## src/rtl/imem_ctrl_pkg.sv

```systemverilog
// ============================================================================
// Module      : imem_ctrl_pkg
// Description : Shared widths and state encoding for the instruction-memory
//               controller.
// Revision    : 1.0 - initial release
// ============================================================================
`default_nettype none

package imem_ctrl_pkg;

  localparam int DEF_ADDR_WIDTH  = 32;
  localparam int DEF_INSTR_WIDTH = 32;

  typedef enum logic [1:0] {
    IMEM_IDLE     = 2'd0,
    IMEM_WAIT_GNT = 2'd1,
    IMEM_WAIT_RSP = 2'd2
  } imem_state_e;

endpackage

`default_nettype wire

```

## src/rtl/imem_ctrl.sv

```systemverilog
// ============================================================================
// Module      : imem_ctrl
// Description : Fetch-side instruction-memory controller. Single-outstanding
//               bus initiator with a one-entry instruction buffer.
// Revision    : 1.0 - initial release
// ============================================================================
`default_nettype none

module imem_ctrl
  import imem_ctrl_pkg::*;
#(
  parameter int ADDR_WIDTH  = DEF_ADDR_WIDTH,
  parameter int INSTR_WIDTH = DEF_INSTR_WIDTH
) (
  input  logic                   cpu_clk,
  input  logic                   cpu_rst,
  input  logic [ADDR_WIDTH-1:0]  boot_addr,
  input  logic [ADDR_WIDTH-1:0]  next_pc,
  input  logic                   imem_flush,
  output logic                   instr_read_data_valid,
  output logic [INSTR_WIDTH-1:0] instr_read_data,
  output logic                   instr_read_error,
  output logic                   imem_req,
  output logic [ADDR_WIDTH-1:0]  imem_addr,
  input  logic                   imem_gnt,
  input  logic                   imem_rvalid,
  input  logic [INSTR_WIDTH-1:0] imem_rdata,
  input  logic                   imem_err
);

  // Only word addresses are tracked; the byte offset is fetch's concern.
  imem_state_e            state, state_d;
  logic [ADDR_WIDTH-1:2]  cur_word, pend_word, pend_d, req_word, req_d;
  logic [ADDR_WIDTH-1:2]  next_word, addr_word;
  logic [ADDR_WIDTH-1:2]  buf_word;
  logic [INSTR_WIDTH-1:0] buf_data;
  logic                   buf_valid;
  logic                   req;
  logic                   rsp_retire, hit_next, bus_hit, buf_hit_cur, fill;
  logic                   unused_lsbs;

  assign next_word   = next_pc[ADDR_WIDTH-1:2];
  assign unused_lsbs = &{1'b0, next_pc[1:0], boot_addr[1:0]};

  // A response is only meaningful while a transaction is pending; anything
  // else (e.g. the tail of a transaction abandoned by reset) is ignored.
  assign rsp_retire  = (state == IMEM_WAIT_RSP) && imem_rvalid;
  assign hit_next    = buf_valid && (buf_word == next_word);
  assign bus_hit     = rsp_retire && (pend_word == cur_word);
  assign buf_hit_cur = buf_valid && (buf_word == cur_word);
  assign fill        = rsp_retire && !imem_err;

  // State register.
  always_ff @(posedge cpu_clk) begin
    if (cpu_rst) state <= IMEM_IDLE;
    else         state <= state_d;
  end

  // Address tracking and instruction buffer; flush overrides a same-cycle fill.
  always_ff @(posedge cpu_clk) begin
    if (cpu_rst) begin
      cur_word  <= boot_addr[ADDR_WIDTH-1:2];
      pend_word <= '0;
      req_word  <= '0;
      buf_valid <= 1'b0;
      buf_word  <= '0;
      buf_data  <= '0;
    end else begin
      cur_word  <= next_word;
      pend_word <= pend_d;
      req_word  <= req_d;
      if (fill) begin
        buf_valid <= 1'b1;
        buf_word  <= pend_word;
        buf_data  <= imem_rdata;
      end
      if (imem_flush) buf_valid <= 1'b0;
    end
  end

  // Next-state and bus request; a request parked in WAIT_GNT is never
  // withdrawn or re-addressed, even when fetch redirects.
  always_comb begin
    state_d   = state;
    pend_d    = pend_word;
    req_d     = req_word;
    req       = 1'b0;
    addr_word = next_word;
    case (state)
      IMEM_IDLE: begin
        if (!hit_next) begin
          req = 1'b1;
          if (imem_gnt) begin
            state_d = IMEM_WAIT_RSP;
            pend_d  = next_word;
          end else begin
            state_d = IMEM_WAIT_GNT;
            req_d   = next_word;
          end
        end
      end
      IMEM_WAIT_GNT: begin
        req       = 1'b1;
        addr_word = req_word;
        if (imem_gnt) begin
          state_d = IMEM_WAIT_RSP;
          pend_d  = req_word;
        end
      end
      IMEM_WAIT_RSP: begin
        if (imem_rvalid) begin
          // The arriving word covers next_pc == pend_word without a new request.
          if (!hit_next && (next_word != pend_word)) begin
            req = 1'b1;
            if (imem_gnt) begin
              pend_d = next_word;
            end else begin
              state_d = IMEM_WAIT_GNT;
              req_d   = next_word;
            end
          end else begin
            state_d = IMEM_IDLE;
          end
        end
      end
      default: state_d = IMEM_IDLE;
    endcase
  end

  // Fetch-facing outputs; the bus path takes priority over the buffer.
  always_comb begin
    imem_req              = req && !cpu_rst;
    imem_addr             = {addr_word, 2'b00};
    instr_read_data_valid = !cpu_rst && (bus_hit || buf_hit_cur);
    instr_read_error      = !cpu_rst && bus_hit && imem_err;
    instr_read_data       = '0;
    if (!cpu_rst) begin
      if (bus_hit)          instr_read_data = imem_err ? '0 : imem_rdata;
      else if (buf_hit_cur) instr_read_data = buf_data;
    end
  end

endmodule

`default_nettype wire
```

## config.mk

```make
export PLATFORM = sky130hd
export DESIGN_NAME = imem_ctrl
export DESIGN_NICKNAME = d
export VERILOG_FILES = /design/src/rtl/imem_ctrl_pkg.sv /design/src/rtl/imem_ctrl.sv
export SDC_FILE = /design/constraint.sdc
export NUM_CORES = 1
export LEC_CHECK = 0
export ABC_CLOCK_PERIOD_IN_PS = 2250
export CORE_ASPECT_RATIO = 1.4
export CORE_MARGIN = 4
export CORE_UTILIZATION = 40
export DETAILED_ROUTE_END_ITERATION = 12
export DONT_BUFFER_PORTS = 1
export RECOVER_POWER = 50
export SLEW_MARGIN = 0
export SYNTH_ARGS = -nofsm -noshare
export SYNTH_HDL_FRONTEND = slang
export SYNTH_SLANG_ARGS = --single-unit
```

## constraint.sdc

```tcl
create_clock -name cpu_clk -period 2.25 [get_ports cpu_clk]
set_input_delay 0.3375 -clock cpu_clk [delete_from_list [all_inputs] [get_ports cpu_clk]]
set_output_delay 0.3375 -clock cpu_clk [all_outputs]
set_load 0.02 [all_outputs]
```

# After elaboration in Yosys (flattened, before gate mapping)
# Cells that the tools add are included.
dict set report classes {
  reduce_logical 21
  muxes 28
  n_eq_ne 11
}
# operator count
set op_table {}
lappend op_table {{$mux 30} 11}
lappend op_table {{$mux 32} 4}
lappend op_table {{$eq 30x30->1} 3}
lappend op_table {{$pmux 30 s3} 1}
lappend op_table {{$pmux 30 s2} 1}
lappend op_table {{$ne 30x30->1} 1}
lappend op_table {{$mux 2} 6}
lappend op_table {{$logic_and 1x1->1} 10}
lappend op_table {{$reduce_and 4->1} 2}
lappend op_table {{$ne 2x2->1 const B} 3}
lappend op_table {{$pmux 2 s3} 1}
lappend op_table {{$reduce_and 5->1} 1}
lappend op_table {{$logic_not 1->1} 3}
lappend op_table {{$mux 1} 3}
lappend op_table {{$ne 3x3->1 const B} 1}
lappend op_table {{$pmux 1 s3} 1}
lappend op_table {{$reduce_bool 3->1} 1}
lappend op_table {{$eq 2x1->1 const B} 1}
lappend op_table {{$eq 2x2->1 const B} 1}
lappend op_table {{$logic_not 2->1} 1}
lappend op_table {{$ne 2x1->1 const B} 1}
lappend op_table {{$reduce_bool 2->1} 1}
lappend op_table {{$reduce_or 2->1} 1}
lappend op_table {{$logic_or 1x1->1} 1}
dict set report word_totals {
  in_bits 102
  register_bits 155
}

# Longest topological paths before layout
dict set report logic_depth {
  ltp_word 8
  ltp_mapped 8
  mapped_depth_nobuf 6
}

# Least setup slack after synthesis
# Ideal clock, no wire load.
dict set report synth_timing {
  path_type {flip-flop to output port}
  start {register pend_word[16] (netlist name)}
  end {output port instr_read_data[23]}
  n_path_buf 2
  arrival_ns 1.850
  stages_incl_launch_ff 8
  slack_ns 0.062
  path_cell_list {dfxtp_1 xnor2_1 nand4_1 nor4_1 nand4_1 buf_2 clkbuf_1 o21ai_0}
}
dict set report synth_via {
  elab_chain_len 4
}
# element line
set synth_lines {}
lappend synth_lines {{from (decl)} imem_ctrl.sv:33} ;# logic [ADDR_WIDTH-1:2] cur_word, pend_word, pend_d, req_word, req_d;
lappend synth_lines {{from (signal assigned)} imem_ctrl.sv:70} ;# pend_word <= pend_d;
lappend synth_lines {{$eq 30x30->1} imem_ctrl.sv:49} ;# assign bus_hit = rsp_retire && (pend_word == cur_word);
lappend synth_lines {{$logic_and 1x1->1} imem_ctrl.sv:49}
lappend synth_lines {{$mux 32} imem_ctrl.sv:138} ;# if (bus_hit) instr_read_data = imem_err ? '0 : imem_rdata;
lappend synth_lines {{$mux 32} imem_ctrl.sv:137} ;# if (!cpu_rst) begin
lappend synth_lines {{to (decl)} imem_ctrl.sv:21} ;# output logic [INSTR_WIDTH-1:0] instr_read_data,
# No other way between the ends.

# Worst setup path in the final report
dict set report layout_timing {
  start {register buf_word[16] (netlist name)}
  end {output port instr_read_data[21]}
}
dict set report layout_via {
  elab_chain_len 5
}
# element line
set layout_lines {}
lappend layout_lines {{from (decl)} imem_ctrl.sv:35} ;# logic [ADDR_WIDTH-1:2] buf_word;
lappend layout_lines {{from (signal assigned)} imem_ctrl.sv:74} ;# buf_word <= pend_word;
lappend layout_lines {{$eq 30x30->1} imem_ctrl.sv:50} ;# assign buf_hit_cur = buf_valid && (buf_word == cur_word);
lappend layout_lines {{$logic_and 1x1->1} imem_ctrl.sv:50}
lappend layout_lines {{$mux 32} imem_ctrl.sv:139} ;# else if (buf_hit_cur) instr_read_data = buf_data;
lappend layout_lines {{$mux 32} imem_ctrl.sv:138}
lappend layout_lines {{$mux 32} imem_ctrl.sv:137}
# No other way between the ends.

==> metrics.txt <==
Mean Syn Cell Area 8.41 sq um; Initial Util 40.9%; total CTS buffers 17; Req. time, crit path 1.91 ns; RSZ-0062 raised after global routing yes; Final Cell Area 10100 sq um; Slew HR 47.6%; Critical Path Fanout Max 8; setup TNS -16.25 ns; first-pass GRT wire length around 36 mm; core area between 15000 and 20000 sq um; Cell Rows 61; Ports approximately 170; synthesized area between 8000 and 9000 sq um; fin crit period 2.75 ns; PwrDens approximately 700 nW/um^2; Clock power frac 42.2%; Final Util about half; layout cell share with drive strength beyond 1 a little over a fifth; post-route insts no fill 1303; GRT Max-Usage Layer met2; GP Congestion 0.918; largest net degree at the start of global routing roughly 160; GR Layer Usage met1 23.3%; Setup Viol. Count Final 46; post-DR wirelength/cell approximately 19 um; Switching Fraction 26.5%; Slew Viols, Final 0; Area Growth Syn to Fin 23.7%; critical path type reg2out; Fin Clk Skew 0.0119 ns; Worst Tran Pin Value 0.786 ns; max cap viols 0; H-Tree Depth 4; sequential cell area fraction in the yosys report between 30% and 40%; final net count 1142; Die Ht 177 um; failing checks setup timing; die width 129 um; Internal Power 5160 uW; Remaining DRCs 0; met3 Use GR about 5%; CP arrival 2.42 ns; Starting DRT DRC Count 383; ant diodes 0; Period Utilization, post-route 122%; Setup crit end kind output pin; GR Overflow Total 0; Yosys reg bits approximately 160; final hold vios 0; clock sink count between 150 and 200; gr usage total 20.6%; Worst IR Drop VDD around 0.00048 V; Max Freq between 300 and 400 MHz; status complete, but fails checks; Leakage 0.00394 uW; cell total after placement 1243; placed standard-cell area 8830 sq um; met2 Use GR 36.9%; filler cell count 1855; final WL 24.8 mm; post-synth cell types 40; clock root buffer clkbuf_16; Via density 5.19; Post-Synthesis Cells about 970; Net Switching between 1500 and 2000 uW; Comb power frac 14.6%; clk buf depth 2; HPWL after DPL 16.3 mm; Reg power frac 43.2%; insertion delay to the later sink of the worst-skew pair 0.42 ns; Vias 6767; clock transition at the registers of the reported paths 0.06 ns; DRT antenna net count 0; setup ws final -0.505 ns; CTS tree yes; Hold Crit Class in2reg; CP startpoint kind flip-flop; Ys Warns 0; TritonRoute pass-1 iters 5; PortBufs 0; antenna violations before repair 0; die area 22700 sq um; vias in the first global route 6539
==> synth_stat cells, drive strengths merged <==
library cell	count	area, sq um
o21ai	32	160
nand2b	123	769
nand4	24	150
or2	2	12.5
o41ai	1	8.76
a211oi	1	7.51
nor2	10	37.5
xor2	23	201
xnor2	92	806
nor3b	1	7.51
clkbuf	45	169
inv	5	18.8
nor3	3	15.0
o21ba	1	10.0
a21oi	63	319
buf	17	178
conb	1	3.75
a21o	1	7.51
mux2i	60	601
nor4	11	120
nand3	36	180
mux2	30	338
dfxtp	155	3100
or2b	4	30.0
o2111ai	3	32.5
nand2	219	822
o22ai	1	6.26
o21bai	1	7.51
and2	1	6.26
a21boi	1	7.51
a41o	1	10.0
==> cell usage in the layout, fill, tap and decap left out, types with 3 or more instances in the layout <==
cell type / count
nand4_1: 24
nor4_4: 3
dfxtp_1: 137
mux2i_1: 60
clkbuf_1: 3
nor4_1: 3
a21oi_1: 62
nor3_1: 3
bufinv_16: 3
buf_6: 12
nand2_1: 219
dlygate4sd3_1: 7
dfxtp_2: 18
xor2_1: 22
o21ai_0: 5
inv_1: 5
xnor2_1: 76
nand3_1: 35
or2b_1: 4
buf_4: 79
nor4_2: 5
nor2_1: 6
nand2b_1: 123
xnor2_2: 15
buf_16: 3
o21ai_1: 27
buf_12: 5
clkbuf_16: 22
clkinvlp_4: 3
mux2_2: 30
==> repair_timing <==
item,in CTS,in global routing
setup buffers,9,10
endpoints found under the hold margin,65,1
pin swaps,14,27
gates resized for setup,27,48
cloned,2,6
endpoints found under the setup margin,35,66
hold buffers,8,1
==> per-stage QoR <==
step	total power [uW]	setup WS [ns]	hold WS (ns)
final	7020	-0.505	0.0217
after global routing	7270	-0.631	0.0118
after CTS	7030	-0.504	0.000493
after detailed placement	3990	-0.128	0.417
after global placement	3980	-0.152	0.417
after floorplan	3770	0.0620	0.414
==> kinds of logic (layout without fill, tap and decap cells) <==
logic type | after synthesis | count (layout) | synth area share [%]
AND/OR/NAND/NOR | 434 | 434 | 26.4
flip-flops | 155 | 155 | 38.1
XOR/XNOR | 115 | 115 | 12.4
AO/OA/AOI/OAI | 106 | 106 | 7.08
multiplexers | 90 | 90 | 11.5
buffers and inverters | 67 | 149 | 4.49
other | 1 | 2 | 0.0460
==> registers in the layout, summed over array words and instances (netlist names) <==
name and cells:
buf_word 30, state 2, buf_data 32, req_word 30, cur_word 30, buf_valid 1, pend_word 30
==> power by group through the flow <==
stage	logic, uW	registers (uW)	clock network [uW]
after floorplan	714	3060	0
after global placement	908	3080	0
after detailed placement	913	3080	0
after CTS	985	3020	3030
after global routing	1100	3040	3130
final	1030	3030	2960
==> worst max-delay path: stages (launching register included) <==
cell,delay (ns)
dfxtp_2,0.33
xor2_2,0.19
nor4_2,0.28
nand4_1,0.17
nor4_4,0.36
buf_6,0.19
clkbuf_16,0.16
nand3_1,0.08
o21ai_1,0.08
buf_4,0.16
==> final cells by class <==
type                       count  area, sq um  area share [%]
multi-input combinational    747         4910            48.7
sequential                   155         3130            31.0
timing repair buffer         114         1120            11.1
clock buffer                  20          447            4.43
tap                          252          315            3.13
clock inverter                10          144            1.43
inverter                       5         18.8           0.186
==> path summary, 6_finish.rpt <==
check	start	to	slack, ns	cells past startpoint
setup / recovery	buf_word[16]	instr_read_data[21]	-0.50	9
hold / removal	boot_addr[21]	cur_word[21]	0.02	2
hold reg to reg	buf_data[4]	buf_data[4]	0.45	2
setup reg to reg	pend_word[7]	req_word[17]	-0.03	9
==> per-layer routing <==
metal | wire, um | up-vias
li1 | - | 3335
met1 | 9490 | 3160
met2 | 12900 | 231
met3 | 1580 | 41
met4 | 833 | 0
met5 | 0 | -
No activity file was read; power rests on OpenSTA's default activity.
